`src/rtl/mem_lsu.sv`:
```
`default_nettype none
// ============================================================================
// Module   : mem_lsu
// Function : Load/store unit for one 64-bit memory word per access. Sub-dword
//            stores use a read-modify-write sequence. Loads are sign- or
//            zero-extended. Define LSU_MISALIGN_CHECK_EN to report misaligned
//            requests through err instead of forcing them to alignment.
// Revision : 1.0  initial release
// ============================================================================
module mem_lsu (
   input  logic        clk,
   input  logic        reset,
   input  logic        req,
   input  logic        we,
   input  logic [1:0]  size,
   input  logic        sgn,
   input  logic [63:0] addr,
   input  logic [63:0] wdata,
   output logic        busy,
   output logic        done,
   output logic        err,
   output logic [63:0] rdata,
   output logic [63:0] mem_a,
   output logic        mem_we,
   output logic [63:0] mem_wd,
   input  logic [63:0] mem_rd
);

   typedef enum logic [2:0] {
      S_IDLE   = 3'd0,
      S_LOAD   = 3'd1,
      S_RMW_RD = 3'd2,
      S_WRITE  = 3'd3,
      S_DONE   = 3'd4
   } state_t;

   state_t      r_state;
   state_t      w_next;
   logic        w_accept;
   logic        w_bad;
   logic [2:0]  w_amask;
   logic [63:0] r_addr;
   logic [1:0]  r_size;
   logic        r_sgn;
   logic [63:0] r_wdata;
   logic [63:0] r_wd;
   logic [63:0] r_rdata;
   logic [63:0] w_rsh;
   logic [63:0] w_ldata;
   logic [7:0]  w_lanes;
   logic [7:0]  w_bmask;
   logic [63:0] w_wsh;
   logic [63:0] w_merged;

   // Low address bits that must be zero for a naturally aligned access.
   always_comb begin
      w_amask = 3'b000;
      case (size)
         2'd1:    w_amask = 3'b001;
         2'd2:    w_amask = 3'b011;
         2'd3:    w_amask = 3'b111;
         default: w_amask = 3'b000;
      endcase
   end

`ifdef LSU_MISALIGN_CHECK_EN
   logic r_err;
   assign w_bad = |(addr[2:0] & w_amask);
   assign err   = r_err;

   always_ff @(posedge clk or posedge reset) begin
      if (reset) begin
         r_err <= 1'b0;
      end else if (w_accept) begin
         r_err <= w_bad;
      end else if (r_state == S_DONE) begin
         r_err <= 1'b0;
      end
   end
`else
   assign w_bad = 1'b0;
   assign err   = 1'b0;
`endif

   always_ff @(posedge clk or posedge reset) begin
      if (reset) begin
         r_state <= S_IDLE;
      end else begin
         r_state <= w_next;
      end
   end

   always_comb begin
      w_next   = r_state;
      w_accept = 1'b0;
      busy     = (r_state != S_IDLE);
      done     = 1'b0;
      mem_we   = 1'b0;
      case (r_state)
         S_IDLE: begin
            if (req) begin
               w_accept = 1'b1;
               if (w_bad) begin
                  w_next = S_DONE;
               end else if (!we) begin
                  w_next = S_LOAD;
               end else if (size == 2'd3) begin
                  w_next = S_WRITE;
               end else begin
                  w_next = S_RMW_RD;
               end
            end
         end
         S_LOAD:   w_next = S_DONE;
         S_RMW_RD: w_next = S_WRITE;
         S_WRITE: begin
            mem_we = 1'b1;
            w_next = S_DONE;
         end
         S_DONE: begin
            done   = 1'b1;
            w_next = S_IDLE;
         end
         default:  w_next = S_IDLE;
      endcase
   end

   // Load path: bring the addressed lanes down to bit 0, then extend.
   assign w_rsh = mem_rd >> {r_addr[2:0], 3'b000};

   always_comb begin
      w_ldata = w_rsh;
      case (r_size)
         2'd0:    w_ldata = {{56{r_sgn & w_rsh[7]}},  w_rsh[7:0]};
         2'd1:    w_ldata = {{48{r_sgn & w_rsh[15]}}, w_rsh[15:0]};
         2'd2:    w_ldata = {{32{r_sgn & w_rsh[31]}}, w_rsh[31:0]};
         default: w_ldata = w_rsh;
      endcase
   end

   // Store path: byte-lane mask selects new bytes over the read-back word.
   always_comb begin
      w_lanes = 8'hFF;
      case (r_size)
         2'd0:    w_lanes = 8'h01;
         2'd1:    w_lanes = 8'h03;
         2'd2:    w_lanes = 8'h0F;
         default: w_lanes = 8'hFF;
      endcase
   end

   assign w_bmask = w_lanes << r_addr[2:0];
   assign w_wsh   = r_wdata << {r_addr[2:0], 3'b000};

   always_comb begin
      w_merged = mem_rd;
      for (int i = 0; i < 8; i++) begin
         if (w_bmask[i]) begin
            w_merged[i*8 +: 8] = w_wsh[i*8 +: 8];
         end
      end
   end

   always_ff @(posedge clk or posedge reset) begin
      if (reset) begin
         r_addr  <= 64'd0;
         r_size  <= 2'd0;
         r_sgn   <= 1'b0;
         r_wdata <= 64'd0;
         r_wd    <= 64'd0;
         r_rdata <= 64'd0;
      end else begin
         if (w_accept) begin
            r_addr  <= {addr[63:3], addr[2:0] & ~w_amask};
            r_size  <= size;
            r_sgn   <= sgn;
            r_wdata <= wdata;
            if (we && (size == 2'd3)) begin
               r_wd <= wdata;
            end
         end
         if (r_state == S_LOAD) begin
            r_rdata <= w_ldata;
         end
         if (r_state == S_RMW_RD) begin
            r_wd <= w_merged;
         end
      end
   end

   assign rdata  = r_rdata;
   assign mem_wd = r_wd;
   assign mem_a  = {r_addr[63:3], 3'b000};

endmodule
`default_nettype wire

```
`config.mk`:
```
export PLATFORM = sky130hd
export DESIGN_NAME = mem_lsu
export DESIGN_NICKNAME = d
export VERILOG_FILES = /design/src/rtl/mem_lsu.sv
export SDC_FILE = /design/constraint.sdc
export NUM_CORES = 1
export LEC_CHECK = 0
export CAP_MARGIN = 10
export CORE_UTILIZATION = 54
export DETAILED_ROUTE_END_ITERATION = 8
export PLACE_DENSITY = 0.88
export REMOVE_ABC_BUFFERS = 1
export SLEW_MARGIN = 20
export SYNTH_ARGS = -nofsm -noshare
export SYNTH_HDL_FRONTEND = slang
export SYNTH_SLANG_ARGS = --single-unit
```
`constraint.sdc`:
```
create_clock -name clk -period 15.3 [get_ports clk]
set_input_delay 3.825 -clock clk [delete_from_list [all_inputs] [get_ports clk]]
set_output_delay 3.825 -clock clk [all_outputs]
set_load 0.02 [all_outputs]
```
* Word-level counts from Yosys, hierarchy flattened
Cells that the tools add are included.
** Word-level totals
- Register bits after elaboration :: 262
- Latch bits :: 0
- RAM bits :: 0
- Memory bits (read-only) :: 0
- Bits of input ports :: 199
- Output and inout port bits :: 196
- Logic and storage cells :: 55
- Memories :: 0
** Cells by class
- $add $sub $neg :: 0
- Multiply operators :: 0
- Div/mod/pow operators :: 0
- Magnitude comparators :: 0
- Equal/unequal tests :: 10
- Shift operators :: 3
- Muxes and demuxes :: 22
- Bitwise gates (word level) :: 5
- Reductions and logical operators :: 8
** Operators by type and width (number)
- 2-to-1 mux 64 bit :: 3
- case mux 64 bit (3 select lines) :: 1
- 2-to-1 mux 8 bit :: 8
- left shift 64 x 6 -> 64 bit :: 1
- >> shifter 64 x 6 -> 64 bit :: 1
- case mux 8 bit (3 select lines) :: 1
- case mux 3 bit (3 select lines) :: 2
- left shift 8 x 3 -> 8 bit :: 1
- equality test 2 bit, second input constant :: 3
- equality test 3 x 2 -> 1 bit, second input constant :: 2
- 2-to-1 mux 1 bit :: 5
- equality test 2 x 1 -> 1 bit, second input constant :: 2
- nonzero test 2 bit :: 2
- AND 1 bit :: 3
- AND 3 bit :: 1
- equality test 3 x 1 -> 1 bit, second input constant :: 1
- equality test 3 bit, second input constant :: 1
- zero test 3 bit :: 1
- 2-to-1 mux 3 bit :: 1
- NOT 3 bit :: 1
- nonzero test 3 bit :: 1
- zero test 2 bit :: 1
- 2-to-1 mux 2 bit :: 1
- inequality test 2 bit, second input constant :: 1
- other kinds (3) :: 3

* Longest topological paths before layout
Gate-level depths: netlist (run 1).
- Depth after elaboration :: 5
- Gate-level depth with buffers :: 9
- Gate-level depth less buffers :: 5

* Worst setup path after synthesis (run 1)
OpenSTA, ideal clock, no wires.
- Path type :: in2reg
- Start :: input port mem_rd[63]
- End :: register r_rdata[48] (netlist: rdata[48])
- Library setup time :: 0.124 ns
- Arrival :: 4.960 ns
- Data required time :: 15.176 ns
- Slack :: 10.216 ns
- Stages on the path :: 6
- Path buffers :: 1
- Cells stage by stage :: mux2i_1 > mux2i_1 > o211ai_2 > o311ai_2 > buf_2 > o31a_1
** On the way
- Word-level cells in the longest chain between the ends :: 3
- Elaborated cells between the ends (all ways) :: 5
- Classes of those cells :: shift: 1; mux: 1; bitwise: 3
** RTL lines
- start: declaration :: line 26 : input logic [63:0] mem_rd
- >> shifter 64 x 6 -> 64 bit (*) :: line 129 : assign w_rsh = mem_rd >> {r_addr[2:0], 3'b000};
- AND 1 bit, on equally long branches :: line 136, 134, 135
- case mux 64 bit (3 select lines) (*) :: line 133 : case (r_size)
- end signal: assignment :: line 183 : r_rdata <= w_ldata;
- end: declaration :: line 47 : logic [63:0] r_rdata;
Every way passes the cells marked *; elsewhere a longest branch is shown, timed or not.
A chain may end at the register's enable or synchronous reset.

* Worst setup path in the final report (run 1)
- Start :: input port req
- End :: register r_wd[11] (netlist: mem_wd[11])
** On the way
- Word-level cells in the longest chain between the ends :: 4
** RTL lines
- start: declaration :: line 13 : input logic req,
- 2-to-1 mux 1 bit :: line 101 : if (req) begin
- 2-to-1 mux 1 bit :: line 99 : case (r_state)
- nonzero test 2 bit (no line)
- AND reduction 2 bit (no line)
- end signal: assignment :: line 179 : r_wd <= wdata;
- end signal: assignment :: line 186 : r_wd <= w_merged;
- end: declaration :: line 46 : logic [63:0] r_wd;
No other way between the ends.

==> results of run 1 <==
-- cell type report --
class	instances	share of cell area
Clock inverter	15	0.00713
Clock buffer	37	0.0418
Multi-Input combinational cell	951	0.378
Inverter	8	0.00193
Tap cell	372	0.0239
Sequential cell	262	0.337
Timing Repair Buffer	415	0.210
-- metal layers --
layer | vias up | routed length (um)
met5 | - | 0
met2 | 930 | 23500
met3 | 157 | 5940
met4 | 0 | 2360
met1 | 6433 | 18700
li1 | 5617 | -
-- cell usage in the layout, fill, tap and decap left out, types with 4 or more instances in the layout --
| master | instances |
|---|---|
| dfrtp_1 | 259 |
| a21oi_1 | 37 |
| nor4_1 | 7 |
| clkbuf_16 | 28 |
| a2bb2oi_1 | 6 |
| mux2_2 | 149 |
| mux2i_1 | 112 |
| a31oi_1 | 55 |
| nor2b_1 | 17 |
| nand2_1 | 168 |
| clkbuf_8 | 8 |
| clkdlybuf4s50_1 | 390 |
| a31o_2 | 8 |
| a221oi_1 | 8 |
| o21ai_0 | 92 |
| o21a_1 | 7 |
| clkinv_2 | 11 |
| nor2_1 | 66 |
| conb_1 | 4 |
| nor3_1 | 4 |
| mux4_2 | 38 |
| o22a_1 | 32 |
| nand2b_1 | 10 |
| nand3_1 | 7 |
| inv_1 | 4 |
| a22oi_1 | 13 |
| o211a_1 | 8 |
| a211oi_1 | 31 |
| buf_4 | 24 |
| o211ai_1 | 13 |
| o22ai_1 | 18 |
| o31a_1 | 7 |
-- flip-flops by register name, summed over array words and instances (netlist names) --
signal / cells
r_size: 2
r_state: 3
r_wdata: 64
r_sgn: 1
rdata: 64
mem_wd: 64
r_addr: 64
-- stage by stage --
stage	worst slack [ns]	hold WS (ns)	utilization	instance area [um^2]
floorplan	4.26	0.476	-	13900
global placement	8.29	0.468	0.683	18500
detailed placement	8.27	0.484	0.683	18500
CTS	8.78	0.498	0.718	19500
global route	8.46	0.520	0.719	19500
finish	8.65	0.491	0.719	19500
-- critical path, delay by kind of cell --
kind            cells  cell delay (ns)
compound gates      1             0.11
buf+inv             5             2.42
simple gates        3             0.43
-- cell usage after synthesis, types with 13 or more instances --
| cell | n | area [um^2] |
|---|---|---|
| nor2b_1 | 19 | 119 |
| o22a_1 | 32 | 280 |
| dfrtp_1 | 262 | 6560 |
| buf_4 | 82 | 616 |
| o211ai_1 | 13 | 97.6 |
| mux2i_1 | 112 | 1120 |
| a21oi_1 | 37 | 185 |
| o22ai_1 | 18 | 113 |
| mux2_2 | 149 | 1680 |
| nand2_1 | 169 | 634 |
| clkbuf_1 | 43 | 161 |
| buf_2 | 46 | 230 |
| a22oi_1 | 13 | 97.6 |
| a31oi_1 | 55 | 344 |
| mux4_2 | 38 | 856 |
| a211oi_1 | 31 | 233 |
| o21ai_0 | 92 | 460 |
| nor2_1 | 67 | 251 |
-- cell families after synthesis --
kind of cell | Yosys count | share of synthesized area
mux | 299 | 0.244
buf+inv | 191 | 0.0760
other cells | 1 | 0.000250
compound gates | 350 | 0.157
flops | 262 | 0.437
simple gates | 298 | 0.0867
-- where the power goes --
| part | total, mW | internal, mW | switching [mW] | leakage [nW] |
|---|---|---|---|---|
| clock network | 0.701 | 0.408 | 0.294 | 0.482 |
| logic | 2.75 | 1.26 | 1.48 | 4.07 |
| registers | 1.38 | 1.06 | 0.319 | 3.07 |
-- final timing paths --
kind	from	cells after the start	slack (ns)	to
worst max-delay path	req	9	8.65	mem_wd[11]
min in group asynchronous	reset	2	3.88	r_addr[32]
worst min register to register	rdata[6]	2	0.49	rdata[6]
worst max register to register	r_addr[1]	6	11.31	rdata[20]
worst min-delay path	rdata[6]	2	0.49	rdata[6]
max in group asynchronous	reset	4	9.00	rdata[36]
==> metrics.txt, run 1 <==
Post-CTS Resized=0; Max Clk Rate=approximately 150 MHz; min cycle time layout=~6.7 ns; final setup TNS=0 ns; Startpoint Class=input port; CTS tree=built; Pleak=7.62 nW; first-pass GRT wire length=76.1 mm; synthesized flop and latch total=about 260; antenna cells=0; H-tree levels=1; most used cell, CP=buf_4; Worst slew margin=0.235; clk_skew=roughly 0.012 ns; DRT Pass-1 Iters=5; GR Util met1=0.454; Core Box Area=approximately 27000 um^2; RD Place Congestion=between 0.9 and 1; GRT busiest layer=met2; routed wire length=approximately 50 mm; initial core utilization=0.554; synthesized area=around 15000 um^2; area of the multi-input gates=7370 um^2; synth unique cells=58; Setup violations, final=0; largest net degree at the start of global routing=roughly 130; fin nets=1865; Synthesis Warnings=0; number of buffers added on ports=390; fin crit share=0.435; Tightest Hold Check Type=register to register; Max IR drop VDD=approximately 0.00016 V; Die ar.=around 28000 um^2; setup bufs post-CTS=0; num rows=60; Worst Path Class, Setup=input port to register; unrepaired setup endpoints after global routing=no; crit path DAT=between 7 and 8 ns; CTS buffer count=28; critical path required time=15.66 ns; HPWL Detailed=33.1 mm; Cell Chain, Critical Path=clkdlybuf4s50_1 -> inv_1 -> nor2_4 -> buf_4 -> buf_4 -> nand4_1 -> buf_4 -> nand2_1 -> a31oi_1; Routed WL per cell=24.5 um; DR vias/cell=6.38; worst-margin pin slew=1.14 ns; vias in the first global route=13100; Die Span Y=approximately 170 um; # DRC=0; Design Power=4.83 mW; clock-pin slew on the worst setup and hold paths=~0.07 ns; Area Overhead vs Synth=29.9%; root buffer cell=clkbuf_16; Setup crit end kind=register; via count=13100; grt total ovfl=0; initial antenna violation count=0; ys flop type=dfrtp_1; Worst path slowest cell=buf_4; share of cells above drive strength 1=0.175; Seq/Total Area, Yosys=0.437; Cells after DPL=2007; Finished Layout Cells=about 2100; Fill cells=~1900; Fin. Hold Viols=0; Die Width=around 170 um; Syn Inst Count=~1400; max-cap violations=0; met2 Use GR=0.554; Seq. cell area=about 6600 um^2; Max clock buf depth=3; Synth Area per Inst=roughly 11 um^2; Post-CTS Hold Buffers=0; crit-path max FO=just over 70; outcome=completed; Synth async-reset ratio=1.00; Power Density=between 200 and 250 nW/um^2; drt first-iter violations=1563; CP peak stage delay=around 0.80 ns; Sink Count=262; ANT nets after route=0; clk_lat worst skew=0.55 ns; Total GRT Usage=0.349; IO Pins=395; max-slew violations=0; GR Layer Usage met3=0.0898; Post-synth EDFFs=0
Power figures use the tool's default switching activity.
==> run 2, diff against run 1 <==
--- a/config.mk
+++ b/config.mk
@@ -6,9 +6,9 @@
 export NUM_CORES = 1
 export LEC_CHECK = 0
 export CAP_MARGIN = 10
-export CORE_UTILIZATION = 54
+export CORE_UTILIZATION = 50
 export DETAILED_ROUTE_END_ITERATION = 8
-export PLACE_DENSITY = 0.88
+export PLACE_DENSITY = 0.82
 export REMOVE_ABC_BUFFERS = 1
 export SLEW_MARGIN = 20
 export SYNTH_ARGS = -nofsm -noshare
==> constraint.sdc (replaced) <==
create_clock -name clk -period 6.5 [get_ports clk]
set_input_delay 1.625 -clock clk [delete_from_list [all_inputs] [get_ports clk]]
set_output_delay 1.625 -clock clk [all_outputs]
set_load 0.02 [all_outputs]
==> metrics.txt, run 2 (synthesis results as in run 1) <==
outcome=completed; Die Span Y=175 um (+3.9%); crit path DAT=4.46 ns (-2.55 ns); share of cells above drive strength 1=0.174 (-0.00100); CTS tree=built; area of the multi-input gates=7370 um^2 (about the same); Setup crit end kind=register; Worst slew margin=0.256 (+0.0209); most frequent cells in the layout=clkdlybuf4s50_1 (390), dfrtp_1 (259), nand2_1 (168); worst-margin pin slew=1.11 ns (-0.0312 ns); placed cell area=18600 um^2 (+0.24%); clk_lat worst skew=0.57 ns (+0.02 ns); num rows=63 (+5.0%); R2R Setup Slk=2.89 ns (-8.42 ns); Worst Path Class, Setup=input port to register; drt first-iter violations=1287 (-18%); HPWL Detailed=33.2 mm (about the same); fin nets=1869 (+0.21%); setup bufs post-CTS=0 (unchanged); Power Density=585 nW/um^2 (+140%); R2R depth=7 (+1); Pleak=7.65 nW (+0.47%); max-slew violations=0 (unchanged); Fill cells=2244 (+17%); ANT nets after route=0 (unchanged); clock-pin slew on the worst setup and hold paths=0.06 ns (about the same); fin crit share=0.619; DR vias/cell=6.23 (-2.3%); IO Pins=395 (unchanged); Area Overhead vs Synth=30.7%; Setup violations, final=0 (unchanged); Hold WS=0.489 ns (-0.00195 ns); Post-CTS Resized=0 (unchanged); Worst path slowest cell=buf_4; RD Place Congestion=0.868 (-4.3%); reg2reg start=r_addr[0]; clk_skew=0.0180 ns (+0.00566 ns); final setup TNS=0 ns (unchanged); Hold Path Origin=rdata[7]; H-tree levels=1 (unchanged); vias in the first global route=13000 (-0.47%); Post-CTS Hold Buffers=0 (unchanged); initial core utilization=0.508 (-0.0461); initial antenna violation count=0 (unchanged); Final Cell Area=19600 um^2 (+0.63%); Cell Chain, Critical Path=clkdlybuf4s50_1 -> inv_1 -> nor2_4 -> buf_4 -> buf_4 -> mux2_2; critical path required time=6.94 ns (-8.72 ns); Fin. Hold Viols=0 (unchanged); Max Clk Rate=about 250 MHz; Startpoint Class=input port; Die ar.=30700 um^2 (+7.9%); unrepaired setup endpoints after global routing=no; first-pass GRT wire length=76.6 mm (+0.72%); Total GRT Usage=0.324 (-0.0248); Critical R2R Capture=mem_wd[55]; most common cell after layout, fill and taps aside=clkdlybuf4s50_1; Die Width=175 um (+3.9%); Max clock buf depth=3 (unchanged); most used cell, CP=buf_4; Tightest Hold Check Type=register to register; crit path to=r_wdata[55]; Seq. cell area=6570 um^2 (unchanged); Cells after DPL=2026 (+0.95%); Core Util, Final=0.663 (-0.0557); antenna cells=0 (unchanged); number of buffers added on ports=390 (unchanged); largest net degree at the start of global routing=121 (-4.0%); Core Box Area=29600 um^2 (+9.1%); grt total ovfl=0 (unchanged); CTS buffer count=30 (+7.1%); via count=13000 (-1.2%); root buffer cell=clkbuf_16; DRT Pass-1 Iters=5 (unchanged); # DRC=0 (unchanged); Max IR drop VDD=0.000350 V (+120%); crit path from=req; Finished Layout Cells=2082 (+1.1%); Routed WL per cell=24.2 um (-1.1%); max-cap violations=0 (unchanged); crit-path max FO=72 (+1.4%); Sink Count=262 (unchanged); routed wire length=50.4 mm (about the same); min cycle time layout=4.02 ns; CP peak stage delay=0.82 ns (+0.02 ns)
[run 2: cell count changes in the layout (fill, tap and decap cells not counted), sizes merged]
cell    delta
clkinv     -8
bufinv     +1
buf        +1
clkbuf    +10
[run 2: worst min path at each step]
stage,end,slack (ns),cells past startpoint
2_1_floorplan,r_wdata[56],0.48,1
3_3_place_gp,rdata[4],0.47,2
3_5_place_dp,rdata[4],0.48,2
4_1_cts,rdata[7],0.49,2
5_1_grt,r_addr[55],0.52,1
6_report,rdata[7],0.49,2
[run 2: layer usage]
layer | up-vias | global-route usage | wire length [um] | part of all wire
met4 | 0 | 0.111 | 1800 | 0.036
met5 | - | 0 | 0 | 0
met2 | 786 | 0.518 | 23500 | 0.47
met3 | 117 | 0.0888 | 5460 | 0.11
met1 | 6479 | 0.424 | 19700 | 0.39
li1 | 5596 | - | - | -
[run 2: area by class of cell]
| type | count | area share |
|---|---|---|
| Multi-Input combinational cell | 951 | 0.376 |
| Sequential cell | 262 | 0.335 |
| Tap cell | 390 | 0.0249 |
| Timing Repair Buffer | 417 | 0.210 |
| Clock inverter | 8 | 0.00657 |
| Clock buffer | 46 | 0.0459 |
| Inverter | 8 | 0.00191 |
[run 2: critical path: cells and delay by family]
family / cells / cell delay, ns
buf+inv: 4 / 2.11
mux: 1 / 0.42
simple gates: 1 / 0.11
[run 2: metrics by stage]
stage	worst slack (ns)	total power, mW
floorplan	-2.34	7.03
global placement	1.99	9.42
detailed placement	1.95	9.58
CTS	2.52	11.4
global route	2.37	12.0
finish	2.48	11.5
[run 2: power by group]
group | switching [mW] | internal [mW]
logic | 3.45 | 2.98
registers | 0.777 | 2.50
clock network | 0.697 | 1.07
==> run 3, diff against run 2 <==
==> constraint.sdc (replaced) <==
create_clock -name clk -period 3.9 [get_ports clk]
set_input_delay 0.975 -clock clk [delete_from_list [all_inputs] [get_ports clk]]
set_output_delay 0.975 -clock clk [all_outputs]
set_load 0.02 [all_outputs]
==> metrics.txt, run 3 (synthesis results as in run 1) <==
grt total ovfl=0 (unchanged); max-slew violations=0 (unchanged); Routed WL per cell=24.0 um (-0.94%); Core Box Area=29600 um^2 (unchanged); Total GRT Usage=0.325 (+0.000600); worst-margin pin slew=1.17 ns (+0.0595 ns); routed wire length=50.3 mm (-0.27%); fin crit share=0.782; Sink Count=262 (unchanged); Max clock buf depth=3 (unchanged); DR vias/cell=6.21 (-0.32%); Die Width=175 um (unchanged); crit path from=r_state[0]; Hold WS=0.486 ns (-0.00267 ns); Fin. Hold Viols=0 (unchanged); Tightest Hold Check Type=register to register; most frequent cells in the layout=clkdlybuf4s50_1 (390), dfrtp_1 (259), nand2_1 (168); H-tree levels=1 (unchanged); HPWL Detailed=34.3 mm (+3.5%); Power Density=971 nW/um^2 (+66%); clock-pin slew on the worst setup and hold paths=0.06 ns (about the same); min cycle time layout=slightly above 3 ns; largest net degree at the start of global routing=78 (-36%); CTS tree=built; Area Overhead vs Synth=31.7%; outcome=completed; reg2reg start=r_size[1]; clk_lat worst skew=0.56 ns (about the same); DRT Pass-1 Iters=6 (+1); Worst slew margin=0.217 (-0.0397); Setup crit end kind=output port; first-pass GRT wire length=76.7 mm (+0.15%); max-cap violations=0 (unchanged); initial core utilization=0.508 (unchanged); crit-path max FO=6 (-92%); vias in the first global route=13300 (+1.9%); critical path required time=2.92 ns (-4.02 ns); initial antenna violation count=0 (unchanged); Startpoint Class=register; setup bufs post-CTS=0 (unchanged); Die ar.=30700 um^2 (unchanged); antenna cells=0 (unchanged); Worst Path Class, Setup=register to output port; via count=13000 (+0.35%); num rows=63 (unchanged); Pleak=7.73 nW (+0.99%); ANT nets after route=0 (unchanged); Post-CTS Resized=0 (unchanged); clk_skew=0.0124 ns (-0.00561 ns); Die Span Y=175 um (unchanged); IO Pins=395 (unchanged); share of cells above drive strength 1=0.180 (+0.00619); Hold Path Origin=rdata[7]; Setup violations, final=0 (unchanged); Core Util, Final=0.669 (+0.00508); root buffer cell=clkbuf_16; CTS buffer count=30 (unchanged); drt first-iter violations=1220 (-5.2%); Max IR drop VDD=0.000505 V (+44%); unrepaired setup endpoints after global routing=no; # DRC=0 (unchanged); fin nets=1882 (+0.70%); most common cell after layout, fill and taps aside=clkdlybuf4s50_1; RD Place Congestion=0.921 (+6.2%); Post-CTS Hold Buffers=0 (unchanged); Max Clk Rate=between 300 and 400 MHz; Fill cells=2273 (+1.3%); number of buffers added on ports=390 (unchanged); crit path DAT=2.07 ns (-2.39 ns)
==> run 3: cell type report <==
class                      count  area [um^2]  share of cell area
sequential                   262         6570               0.332
tap                          390          488              0.0247
multi-input combinational    951         7360               0.373
inverter                       8         37.5             0.00190
timing repair buffer         430         4290               0.217
clock inverter                10          134             0.00677
clock buffer                  45          888              0.0450
==> run 3: where the power goes <==
group	total (mW)	internal (mW)	switching, mW
clock	2.92	1.76	1.16
combinational	10.8	5.06	5.75
sequential	5.46	4.16	1.30
total	19.2	11.0	8.21
==> run 3: path summary, 6_finish.rpt <==
kind	slack (ns)	to	cells past startpoint
worst max-delay path	0.85	mem_we	3
worst min-delay path	0.49	rdata[7]	2
worst max register to register	0.96	rdata[45]	6
worst min register to register	0.49	rdata[7]	2
max in group asynchronous	2.20	mem_wd[7]	3
min in group asynchronous	0.87	r_addr[47]	2
==> run 3: worst max-delay path, stage by stage (launching register included) <==
cell and delay [ns]:
dfrtp_1 0.42, nor2b_1 0.32, and2_1 0.18, clkdlybuf4s50_1 0.60
==> run 3: routing by layer <==
metal | wire length (um) | track usage | vias to the layer above | share of wire
met5 | 0 | 0 | - | 0
met4 | 2120 | 0.131 | 0 | 0.042
met3 | 5100 | 0.0827 | 137 | 0.10
met2 | 23200 | 0.515 | 749 | 0.46
met1 | 19800 | 0.425 | 6481 | 0.39
li1 | - | - | 5656 | -
==> run 3: stage by stage <==
step	area (um^2)	setup TNS (ns)	setup slack, ns	cells	power (mW)
CTS	19700	0	0.841	2095	19.1
global placement	18700	0	0.782	2040	15.8
global route	19800	0	0.754	2096	20.1
detailed placement	18700	0	0.640	2040	16.1
finish	19800	0	0.850	2096	19.2
floorplan	13900	-1326.66	-4.29	1221	11.7
